$ cat config.mk
export PLATFORM = sky130hd
export DESIGN_NAME = rob_multi_commit_flat
export DESIGN_NICKNAME = d
export VERILOG_FILES = /design/src/rtl/rob_multi_commit_if.sv /design/src/rtl/rob_multi_commit.sv /design/src/flat_wrapper.sv
export SDC_FILE = /design/constraint.sdc
export NUM_CORES = 2
export LEC_CHECK = 0
export BUFFER_PORTS_ARGS = -buffer_cell sky130_fd_sc_hd__buf_2
export CAP_MARGIN = 0
export CORE_MARGIN = 2
export CORE_UTILIZATION = 45
export CTS_CLUSTER_DIAMETER = 40
export CTS_CLUSTER_SIZE = 16
export DETAILED_ROUTE_END_ITERATION = 10
export GPL_ROUTABILITY_DRIVEN = 1
export GPL_TIMING_DRIVEN = 0
export PLACE_DENSITY_LB_ADDON = 0.3
export SETUP_SLACK_MARGIN = 0.4
export SLEW_MARGIN = 25
export SYNTH_ARGS = -nofsm -noshare
export SYNTH_HDL_FRONTEND = slang
export SYNTH_SLANG_ARGS = --single-unit
$ cat constraint.sdc
create_clock -name clk_in -period 23.3 [get_ports clk_in]
set_input_delay 1.165 -clock clk_in [delete_from_list [all_inputs] [get_ports clk_in]]
set_output_delay 1.165 -clock clk_in [all_outputs]
set_load 0.01 [all_outputs]
$ cat src/rtl/rob_multi_commit_if.sv
// Issue, writeback and retire signal bundle for rob_multi_commit.
// The master side drives issue/writeback; the slave side is the ROB.
interface rob_multi_commit_if #(
    parameter int unsigned IDX_W    = 4,
    parameter int unsigned WB_PORTS = 2,
    parameter int unsigned COMMIT_W = 2
);
    logic                      issue_valid;
    logic [1:0]                issue_kind;
    logic [4:0]                issue_rd;
    logic [31:0]               issue_pc;
    logic [31:0]               issue_imm;
    logic                      issue_pred;
    logic                      issue_ready;
    logic [IDX_W-1:0]          issue_id;
    logic [WB_PORTS-1:0]       wb_valid;
    logic [WB_PORTS*IDX_W-1:0] wb_id;
    logic [WB_PORTS*32-1:0]    wb_val;
    logic [COMMIT_W-1:0]       commit_valid;
    logic [COMMIT_W*5-1:0]     commit_rd;
    logic [COMMIT_W*32-1:0]    commit_val;
    logic [COMMIT_W*IDX_W-1:0] commit_id;
    logic                      br_valid;
    logic                      br_taken;
    logic                      br_correct;
    logic                      flush_out;
    logic [31:0]               flush_pc;
    logic [IDX_W:0]            count_out;

    modport master (
        output issue_valid, issue_kind, issue_rd, issue_pc, issue_imm, issue_pred,
        output wb_valid, wb_id, wb_val,
        input  issue_ready, issue_id, commit_valid, commit_rd, commit_val, commit_id,
        input  br_valid, br_taken, br_correct, flush_out, flush_pc, count_out
    );

    modport slave (
        input  issue_valid, issue_kind, issue_rd, issue_pc, issue_imm, issue_pred,
        input  wb_valid, wb_id, wb_val,
        output issue_ready, issue_id, commit_valid, commit_rd, commit_val, commit_id,
        output br_valid, br_taken, br_correct, flush_out, flush_pc, count_out
    );
endinterface

$ cat src/rtl/rob_multi_commit.sv
// Reorder buffer: in-order issue, multi-port out-of-order writeback, up to COMMIT_W
// in-order retires per cycle. Branches/JALR resolve at commit and may flush everything.
module rob_multi_commit #(
    parameter int unsigned DEPTH    = 16,
    parameter int unsigned IDX_W    = 4,
    parameter int unsigned WB_PORTS = 2,
    parameter int unsigned COMMIT_W = 2
) (
    input logic               clk_in,
    input logic               rst_in,
    input logic               rdy_in,
    rob_multi_commit_if.slave bus
);
    typedef enum logic [1:0] {StEmpty, StIssued, StDone} ent_st_e;

    localparam logic [1:0]     KindStore  = 2'd1;
    localparam logic [1:0]     KindBranch = 2'd2;
    localparam logic [1:0]     KindJalr   = 2'd3;
    localparam logic [IDX_W:0] DepthC     = (IDX_W + 1)'(DEPTH);
    localparam logic [IDX_W:0] CntOne     = (IDX_W + 1)'(1);

    ent_st_e     st_q   [DEPTH];
    ent_st_e     st_d   [DEPTH];
    logic [1:0]  kind_q [DEPTH];
    logic [1:0]  kind_d [DEPTH];
    logic [4:0]  rd_q   [DEPTH];
    logic [4:0]  rd_d   [DEPTH];
    logic [31:0] pc_q   [DEPTH];
    logic [31:0] pc_d   [DEPTH];
    logic [31:0] imm_q  [DEPTH];
    logic [31:0] imm_d  [DEPTH];
    logic [31:0] val_q  [DEPTH];
    logic [31:0] val_d  [DEPTH];
    logic        pred_q [DEPTH];
    logic        pred_d [DEPTH];

    logic [IDX_W-1:0] head_q, head_d, tail_q, tail_d;
    logic [IDX_W:0]   count_q, count_d;

    logic [COMMIT_W-1:0]       cv_q, cv_d;
    logic [COMMIT_W*5-1:0]     crd_q, crd_d;
    logic [COMMIT_W*32-1:0]    cval_q, cval_d;
    logic [COMMIT_W*IDX_W-1:0] cid_q, cid_d;
    logic                      brv_q, brv_d, brt_q, brt_d, brc_q, brc_d;
    logic                      flush_q, flush_d;
    logic [31:0]               fpc_q, fpc_d;

    logic [IDX_W-1:0]    slot_idx [COMMIT_W];
    logic [COMMIT_W-1:0] ret_mask;
    logic [IDX_W:0]      n_ret;
    logic                scan_stop, br_hit, br_tkn, br_ok, redirect;
    logic [31:0]         redirect_pc;
    logic                issue_fire;

    assign bus.issue_ready  = count_q < DepthC;
    assign bus.issue_id     = tail_q;
    assign bus.count_out    = count_q;
    assign bus.commit_valid = cv_q;
    assign bus.commit_rd    = crd_q;
    assign bus.commit_val   = cval_q;
    assign bus.commit_id    = cid_q;
    assign bus.br_valid     = brv_q;
    assign bus.br_taken     = brt_q;
    assign bus.br_correct   = brc_q;
    assign bus.flush_out    = flush_q;
    assign bus.flush_pc     = fpc_q;

    assign issue_fire = bus.issue_valid && bus.issue_ready && rdy_in;

    always_comb begin
        for (int unsigned j = 0; j < COMMIT_W; j++) begin
            slot_idx[j] = head_q + IDX_W'(j);
        end
    end

    // Retire scan on pre-edge state: stops at the first non-DONE entry or after a control op.
    always_comb begin
        ret_mask    = '0;
        n_ret       = '0;
        scan_stop   = 1'b0;
        br_hit      = 1'b0;
        br_tkn      = 1'b0;
        br_ok       = 1'b0;
        redirect    = 1'b0;
        redirect_pc = '0;
        for (int unsigned j = 0; j < COMMIT_W; j++) begin
            if (!scan_stop && st_q[slot_idx[j]] == StDone) begin
                ret_mask[j] = 1'b1;
                n_ret       = n_ret + CntOne;
                if (kind_q[slot_idx[j]] == KindBranch) begin
                    scan_stop = 1'b1;
                    br_hit    = 1'b1;
                    br_tkn    = val_q[slot_idx[j]][0];
                    br_ok     = br_tkn == pred_q[slot_idx[j]];
                    if (!br_ok) begin
                        redirect    = 1'b1;
                        redirect_pc = br_tkn ? pc_q[slot_idx[j]] + imm_q[slot_idx[j]]
                                             : pc_q[slot_idx[j]] + 32'd4;
                    end
                end else if (kind_q[slot_idx[j]] == KindJalr) begin
                    scan_stop   = 1'b1;
                    redirect    = 1'b1;
                    redirect_pc = val_q[slot_idx[j]] & ~32'd1;
                end
            end else begin
                scan_stop = 1'b1;
            end
        end
    end

    always_comb begin
        st_d    = st_q;
        kind_d  = kind_q;
        rd_d    = rd_q;
        pc_d    = pc_q;
        imm_d   = imm_q;
        val_d   = val_q;
        pred_d  = pred_q;
        head_d  = head_q;
        tail_d  = tail_q;
        count_d = count_q;
        if (rdy_in) begin
            if (redirect) begin
                for (int unsigned i = 0; i < DEPTH; i++) begin
                    st_d[i] = StEmpty;
                end
                head_d  = '0;
                tail_d  = '0;
                count_d = '0;
            end else begin
                // Ascending order lets the higher channel win on a shared id.
                for (int unsigned k = 0; k < WB_PORTS; k++) begin
                    if (bus.wb_valid[k] && st_q[bus.wb_id[k*IDX_W +: IDX_W]] == StIssued) begin
                        st_d[bus.wb_id[k*IDX_W +: IDX_W]]  = StDone;
                        val_d[bus.wb_id[k*IDX_W +: IDX_W]] = bus.wb_val[k*32 +: 32];
                    end
                end
                for (int unsigned j = 0; j < COMMIT_W; j++) begin
                    if (ret_mask[j]) begin
                        st_d[slot_idx[j]] = StEmpty;
                    end
                end
                if (issue_fire) begin
                    st_d[tail_q]   = StIssued;
                    kind_d[tail_q] = bus.issue_kind;
                    rd_d[tail_q]   = bus.issue_rd;
                    pc_d[tail_q]   = bus.issue_pc;
                    imm_d[tail_q]  = bus.issue_imm;
                    pred_d[tail_q] = bus.issue_pred;
                end
                head_d  = head_q + n_ret[IDX_W-1:0];
                tail_d  = tail_q + {{(IDX_W - 1){1'b0}}, issue_fire};
                count_d = count_q + {{IDX_W{1'b0}}, issue_fire} - n_ret;
            end
        end
    end

    always_comb begin
        cv_d    = '0;
        brv_d   = 1'b0;
        flush_d = 1'b0;
        crd_d   = crd_q;
        cval_d  = cval_q;
        cid_d   = cid_q;
        brt_d   = brt_q;
        brc_d   = brc_q;
        fpc_d   = fpc_q;
        if (rdy_in) begin
            cv_d = ret_mask;
            for (int unsigned j = 0; j < COMMIT_W; j++) begin
                if (ret_mask[j]) begin
                    crd_d[j*5 +: 5] = (kind_q[slot_idx[j]] == KindStore ||
                                       kind_q[slot_idx[j]] == KindBranch) ? 5'd0
                                                                         : rd_q[slot_idx[j]];
                    cval_d[j*32 +: 32] = (kind_q[slot_idx[j]] == KindJalr)
                                       ? pc_q[slot_idx[j]] + 32'd4 : val_q[slot_idx[j]];
                    cid_d[j*IDX_W +: IDX_W] = slot_idx[j];
                end
            end
            if (br_hit) begin
                brv_d = 1'b1;
                brt_d = br_tkn;
                brc_d = br_ok;
            end
            if (redirect) begin
                flush_d = 1'b1;
                fpc_d   = redirect_pc;
            end
        end
    end

    always_ff @(posedge clk_in) begin
        if (rst_in) begin
            for (int unsigned i = 0; i < DEPTH; i++) begin
                st_q[i] <= StEmpty;
            end
            head_q  <= '0;
            tail_q  <= '0;
            count_q <= '0;
            cv_q    <= '0;
            crd_q   <= '0;
            cval_q  <= '0;
            cid_q   <= '0;
            brv_q   <= 1'b0;
            brt_q   <= 1'b0;
            brc_q   <= 1'b0;
            flush_q <= 1'b0;
            fpc_q   <= '0;
        end else begin
            st_q    <= st_d;
            head_q  <= head_d;
            tail_q  <= tail_d;
            count_q <= count_d;
            cv_q    <= cv_d;
            crd_q   <= crd_d;
            cval_q  <= cval_d;
            cid_q   <= cid_d;
            brv_q   <= brv_d;
            brt_q   <= brt_d;
            brc_q   <= brc_d;
            flush_q <= flush_d;
            fpc_q   <= fpc_d;
        end
    end

    // Payload is only meaningful while its state says so; no reset needed.
    always_ff @(posedge clk_in) begin
        kind_q <= kind_d;
        rd_q   <= rd_d;
        pc_q   <= pc_d;
        imm_q  <= imm_d;
        val_q  <= val_d;
        pred_q <= pred_d;
    end
endmodule

$ cat src/flat_wrapper.sv
// flat-port wrapper written by rule: the top's interface ports become plain ports
module rob_multi_commit_flat 
#(
    parameter int unsigned DEPTH    = 16,
    parameter int unsigned IDX_W    = 4,
    parameter int unsigned WB_PORTS = 2,
    parameter int unsigned COMMIT_W = 2
)
  (clk_in, rst_in, rdy_in, bus_issue_valid, bus_issue_kind, bus_issue_rd, bus_issue_pc, bus_issue_imm, bus_issue_pred, bus_wb_valid, bus_wb_id, bus_wb_val, bus_issue_ready, bus_issue_id, bus_commit_valid, bus_commit_rd, bus_commit_val, bus_commit_id, bus_br_valid, bus_br_taken, bus_br_correct, bus_flush_out, bus_flush_pc, bus_count_out);
  rob_multi_commit_if #(.IDX_W(IDX_W), .WB_PORTS(WB_PORTS), .COMMIT_W(COMMIT_W)) bus_i ();
  input logic clk_in;
  input logic rst_in;
  input logic rdy_in;
  input wire logic [$bits(bus_i.issue_valid)-1:0] bus_issue_valid;
  input wire logic [$bits(bus_i.issue_kind)-1:0] bus_issue_kind;
  input wire logic [$bits(bus_i.issue_rd)-1:0] bus_issue_rd;
  input wire logic [$bits(bus_i.issue_pc)-1:0] bus_issue_pc;
  input wire logic [$bits(bus_i.issue_imm)-1:0] bus_issue_imm;
  input wire logic [$bits(bus_i.issue_pred)-1:0] bus_issue_pred;
  input wire logic [$bits(bus_i.wb_valid)-1:0] bus_wb_valid;
  input wire logic [$bits(bus_i.wb_id)-1:0] bus_wb_id;
  input wire logic [$bits(bus_i.wb_val)-1:0] bus_wb_val;
  output wire logic [$bits(bus_i.issue_ready)-1:0] bus_issue_ready;
  output wire logic [$bits(bus_i.issue_id)-1:0] bus_issue_id;
  output wire logic [$bits(bus_i.commit_valid)-1:0] bus_commit_valid;
  output wire logic [$bits(bus_i.commit_rd)-1:0] bus_commit_rd;
  output wire logic [$bits(bus_i.commit_val)-1:0] bus_commit_val;
  output wire logic [$bits(bus_i.commit_id)-1:0] bus_commit_id;
  output wire logic [$bits(bus_i.br_valid)-1:0] bus_br_valid;
  output wire logic [$bits(bus_i.br_taken)-1:0] bus_br_taken;
  output wire logic [$bits(bus_i.br_correct)-1:0] bus_br_correct;
  output wire logic [$bits(bus_i.flush_out)-1:0] bus_flush_out;
  output wire logic [$bits(bus_i.flush_pc)-1:0] bus_flush_pc;
  output wire logic [$bits(bus_i.count_out)-1:0] bus_count_out;
  assign bus_i.issue_valid = bus_issue_valid;
  assign bus_i.issue_kind = bus_issue_kind;
  assign bus_i.issue_rd = bus_issue_rd;
  assign bus_i.issue_pc = bus_issue_pc;
  assign bus_i.issue_imm = bus_issue_imm;
  assign bus_i.issue_pred = bus_issue_pred;
  assign bus_i.wb_valid = bus_wb_valid;
  assign bus_i.wb_id = bus_wb_id;
  assign bus_i.wb_val = bus_wb_val;
  assign bus_issue_ready = bus_i.issue_ready;
  assign bus_issue_id = bus_i.issue_id;
  assign bus_commit_valid = bus_i.commit_valid;
  assign bus_commit_rd = bus_i.commit_rd;
  assign bus_commit_val = bus_i.commit_val;
  assign bus_commit_id = bus_i.commit_id;
  assign bus_br_valid = bus_i.br_valid;
  assign bus_br_taken = bus_i.br_taken;
  assign bus_br_correct = bus_i.br_correct;
  assign bus_flush_out = bus_i.flush_out;
  assign bus_flush_pc = bus_i.flush_pc;
  assign bus_count_out = bus_i.count_out;
  rob_multi_commit #(.DEPTH(DEPTH), .IDX_W(IDX_W), .WB_PORTS(WB_PORTS), .COMMIT_W(COMMIT_W)) u_core (.clk_in(clk_in), .rst_in(rst_in), .rdy_in(rdy_in), .bus(bus_i));
endmodule
### Yosys cells after proc, flatten, opt, wreduce, memory -nomap -nowiden

Cells that the tools add are included.
Widths: inputs -> output; s select.

| storage, ports and cells | value |
|---|---|
| flip-flop bits (word level) | 1829 |
| input bits | 150 |
| output and inout bits | 130 |
| logic and storage cells | 338 |

| operators by class | value |
|---|---|
| add/sub/neg operators | 10 |
| magnitude comparators | 11 |
| equal/unequal tests | 12 |
| mux-type cells | 138 |
| bitwise operators | 20 |
| reductions and logical operators | 20 |

Operators by type and width:

| operator | number |
|---|---|
| $bwmux 512 | 4 |
| $mux 512 | 4 |
| $mux 32 | 41 |
| $bmux 32 s4 | 6 |
| $demux 32 s4 | 3 |
| $bwmux 80 | 1 |
| $add 32x3->32 const B | 2 |
| $add 32x32->32 | 2 |
| $and 32x32->32 | 2 |
| $not 32->32 | 2 |
| $and 16x16->16 | 3 |
| $bmux 2 s4 | 6 |
| $not 16->16 | 3 |
| $or 16x16->16 | 3 |
| $mux 5 | 9 |
| $bmux 5 s4 | 2 |
| $demux 2 s4 | 5 |
| $mux 2 | 17 |
| $bwmux 32 | 1 |
| $mux 1 | 32 |
| $ge 5x5->1 const B | 5 |
| $lt 5x1->1 const B | 5 |
| $not 4->5 | 5 |
| $demux 5 s4 | 1 |
| 21 further kinds | 47 |

### Depth between registers and ports, before layout

| depth | value |
|---|---|
| depth after elaboration | 28 |
| gate-level depth with buffers | 30 |
| mapped depth without buffers | 19 |

### Worst setup path before layout

Ideal clock, no wire load.

| timing path | value |
|---|---|
| kind | register to register |
| from | register u_core.head_q[0] |
| to | register u_core.val_q[0] (netlist name), enable pin |
| library setup time | 940 ps |
| arrival | 17065 ps |
| data required time | 22360 ps |
| slack | 5295 ps |
| cell stages (with the launch flop) | 26 |
| path buffers | 15 |
| period minus slack after synthesis | 18005 ps |
| cell sequence | dfxtp_1 -> buf_6 -> buf_12 -> buf_8 -> inv_4 -> ha_1 -> buf_6 -> buf_8 -> buf_8 -> buf_6 -> buf_8 -> buf_6 -> buf_4 -> buf_4 -> buf_2 -> buf_2 -> mux4_2 -> mux4_2 -> ha_1 -> clkbuf_1 -> nand2_1 -> a2111oi_2 -> a31o_4 -> o21ai_1 -> clkbuf_1 -> and2_1 |

RTL lines:

| item | line | RTL |
|---|---|---|
| from (decl) | rob_multi_commit.sv:37 | `logic [IDX_W-1:0] head_q, head_d, tail_q, tail_d;` |
| from (signal assigned) | rob_multi_commit.sv:197 | `head_q <= '0;` |
| from (signal assigned) | rob_multi_commit.sv:211 | `head_q <= head_d;` |
| to (signal assigned) | rob_multi_commit.sv:232 | `val_q <= val_d;` |
| to (decl) | rob_multi_commit.sv:32 | `logic [31:0] val_q [DEPTH];` |

### Final worst setup path

| timing path | value |
|---|---|
| from | register u_core.head_q[0] |
| to | register u_core.val_q[346] (netlist name), enable pin |

| between the ends | value |
|---|---|
| cells in the longest elaborated chain, start to end | 13 |
| elaborated cells on any way between the ends | 49 |
| classes of those cells | add/sub: 1; eq/ne: 8; mux: 34; bitwise: 3; reduce/logical: 3 |

RTL lines:

| item | line | RTL |
|---|---|---|
| branches (longest 10 deep; another with $add 4x1->4) | n/a |  |
| $mux 1 (*) | rob_multi_commit.sv:87 | `if (!scan_stop && st_q[slot_idx[j]] == StDone) begin` |
| $not 1->1 (no source line) (*) | n/a |  |
| $reduce_and 2->1 (no source line) (*) | n/a |  |

Mark *: on every way between the ends. The select of a mux whose other input is x is not followed.
A chain may end at the register's enable or synchronous reset.

==> results.yml <==
pwr:
  p_leak_nw: 39.4
  p_int_mw: 6.59
  pwr-share-comb_pct: 6.8
  clockPowerShare_pct: 50.6
  swShare_pct: 24.7
  power.density_nw_per_um2: 74.6
  p_sw_mw: 2.16
  seqPwrFrac_pct: 42.6
  total_power_mw: 8.74
  ir_worst_vdd_v: 0.0000870
route:
  viasPerCell: 7.06
  wire_per_inst_um: 40.7
  routed_wl_mm: 433
  vias: 75061
  drc: 0
  drtPass1Iterations: 6
  ant_nets: 0
  drt_iter0_drc: 13245
clocking:
  cts.hold.buffers_added: 0
  cts_tree: "built"
  clock_path_buffers: 4
  cts-buffers-inserted: 292
  h-tree-depth: 5
  cts-root-buf: "clkbuf_16"
  post-cts-setup-buffers: 0
  path_clk_slew_ns: 0.06
  clock_latency_ns: 0.97
  post_cts_resize_count: 0
  cts_sinks: 1829
global_routing:
  grt_pass1_wl_mm: 585
  overflow: 0
  grt_max_degree: 53
  grt_use_total_pct: 37.9
  grt_pass1_vias: 71733
  antenna_found_initial: 82
floorplanning:
  core_area_sq_um: 220000
  dieWidth_um: 475
  design.die.area_sq_um: 225000
  rows: 172
  ioPinCount: 280
  initial_core_util_pct: 45.3
  die_h_um: 475
sta:
  min_period_ns: 10.87
  rsz0062_at_grt: "false"
  finalClockSkew_ns: 0.0753
  slew_viol_final: 0
  tightest_slew_ns: 1.24
  hold_viol: 0
  hold_ws_ns: 0.454
  setup_viol_count_final: 0
  min_period_over_period_pct: 46.7
  relSlewSlack_pct: 17.4
  worst_slack_ns: 12.43
  fmax_mhz: 92.0
  totalNegativeSetupSlack_ns: 0
yosys:
  synthSimpleGateAreaFrac_pct: 5.97
  yosys_warnings: 0
  synth_area_sq_um: 99600
  ys_types: 91
  synth-seq-cells: 1829
  synth_edf_count: 1664
  synth_cells: 6742
  synthArstFlopShare_pct: 0
  synth-adder-area-share_pct: 1.16
  synth-main-ff-cell: "edfxtp_1"
  synth_top_family_by_area: "multiplexers"
  syn_avg_cell_area_sq_um: 14.8
  synth_mux_area_share_pct: 28.5
  synth_compound_area_share_pct: 6.76
  syn_nets: 6982
  synth-xor-area-share_pct: 1.05
  yosysSeqAreaShare_pct: 53.5
setup_path:
  reg2reg_depth: 24
  crit_path_start_kind: "flop"
  critPathKind: "flop to flop"
  reg2reg_to: "u_core.val_q[346]$_DFFE_PP_"
  crit_path_max_fanout: 50
  r2r-start: "u_core.head_q[0]$_SDFFE_PP0P_"
  rrSetupSlack_ns: 12.43
  required_ns: 23.87
  crit_start: "u_core.head_q[0]$_SDFFE_PP0P_"
  cp.arrival_ns: 11.44
  end_kind: "flop"
place:
  place_inst: 10084
  place_ws_ns: 12.79
  port_buffers: 246
  dpl.hpwl_mm: 307
  dpl_cell_area_sq_um: 107000
  gp_congestion: 1.03
hold_path:
  hp-class: "flop to flop"
  hp-start: "u_core.bus.commit_rd[6]$_SDFFE_PP0P_"
  holdPathEnd: "u_core.bus.commit_rd[6]$_SDFFE_PP0P_"
  holdPathStages: 2
final_layout:
  final_area_sq_um: 117000
  nFillCells: 18079
  seqCellArea_sq_um: 53300
  area_growth_pct: 17.7
  multi_input_area_sq_um: 43400
  final_util_pct: 53.3
  fin_cells: 10629
  drive_gt1_share_pct: 29.4
  fin_nets: 7662
run:
  cap_violations: 0
run_status:
  status: "completed"
power groups by stage:
stage	Clock, mW	Sequential (mW)	Combinational (mW)
finish	4.42	3.73	0.593
global route	4.55	3.73	0.613
CTS	4.41	3.72	0.569
detailed placement	0	3.79	0.565
global placement	0	3.82	0.538
floorplan	0	3.79	0.331
state kept, by name (all words and copies together), names as in the netlist, 8 cells and up:
name                   flops
u_core.bus.commit_id       8
u_core.bus.commit_rd      10
u_core.bus.commit_val     64
u_core.bus.flush_pc       32
u_core.imm_q             512
u_core.kind_q             32
u_core.pc_q              512
u_core.pred_q             16
u_core.rd_q               80
u_core.st_q               32
u_core.val_q             512
routing by layer:
| layer | routed length (um) | vias to the layer above | share of wire [%] | GRT usage [%] |
|---|---|---|---|---|
| li1 | - | 28662 | - | - |
| met1 | 141000 | 37802 | 33 | 45.5 |
| met2 | 185000 | 6785 | 43 | 54.5 |
| met3 | 63300 | 1734 | 15 | 14.2 |
| met4 | 43300 | 78 | 10 | 30.9 |
| met5 | 538 | - | 0.12 | 0 |
layout by cell type (no fill, tap or decap), types with 52 or more instances in the layout:
cell type	n
clkbuf_16	301
xor2_1	53
nor2_1	502
xnor2_1	61
buf_16	52
dfxtp_1	165
mux2i_1	524
mux4_2	1020
nand2_1	511
edfxtp_1	1664
buf_2	407
o21ai_0	350
nand3_1	85
buf_4	107
ha_1	86
buf_1	69
a21oi_1	438
a211oi_1	59
clkbuf_1	253
worst max-delay path by stage:
stage,to,slack [ns],depth (start not counted)
floorplan,u_core.val_q[0]$_DFFE_PP_,5.30,25
global placement,u_core.val_q[153]$_DFFE_PP_,-3.77,18
detailed placement,u_core.val_q[154]$_DFFE_PP_,12.79,29
CTS,u_core.val_q[378]$_DFFE_PP_,12.74,29
global route,u_core.val_q[346]$_DFFE_PP_,12.36,29
finish,u_core.val_q[346]$_DFFE_PP_,12.43,24
cells in the mapped netlist (29+ instances only):
cell type,instances,area [sq um]
xnor2_1,62,543
buf_4,60,450
mux2i_1,524,5250
xor2_1,53,464
a22oi_1,37,278
nor3_1,36,180
a211oi_1,62,465
dfxtp_1,165,3300
nand2_1,511,1920
clkbuf_1,270,1010
mux4_2,1020,23000
o21ai_0,350,1750
buf_2,131,656
nand4_1,29,181
a21oi_1,438,2190
a221oi_1,30,263
nand3_1,85,425
buf_1,102,383
inv_1,49,184
edfxtp_1,1664,50000
nor2_1,519,1950
a21o_1,36,270
ha_1,86,1080
and3_1,31,194
logic make-up after synthesis:
kind of cell,Yosys count
multiplexers,1553
adder cells (fa/ha/maj),90
XOR/XNOR,117
AND/OR/NAND/NOR,1368
flip-flops,1829
AO/OA/AOI/OAI,1135
buffers and inverters,650
critical path, cell delays in order (launching register included):
cell,delay [ns]
dfxtp_1,0.54
buf_6,0.26
buf_6,0.25
nand3_2,0.14
xnor2_1,0.73
buf_4,0.46
buf_2,0.54
buf_2,0.67
clkbuf_2,0.38
buf_16,0.22
clkbuf_1,0.81
clkbuf_1,0.77
mux4_2,0.39
ha_1,0.44
inv_1,0.13
nand2_1,0.22
a2111oi_2,0.11
a31o_4,0.27
o21ai_1,0.63
clkbuf_1,0.51
and2_4,0.53
buf_16,0.30
buf_16,0.30
buf_16,0.31
buf_16,0.30
area by class of cell:
class                   count  area share [%]
plain buffers             597            2.54
repair buffers            386            3.24
clock buffers             315            6.47
inverters                  53           0.172
clock inverters           192            1.86
diodes                     36          0.0768
well taps                2958            3.16
flip-flops and latches   1829            45.4
multi-input cells        4263            37.0
(Power assumes the default switching activity.)
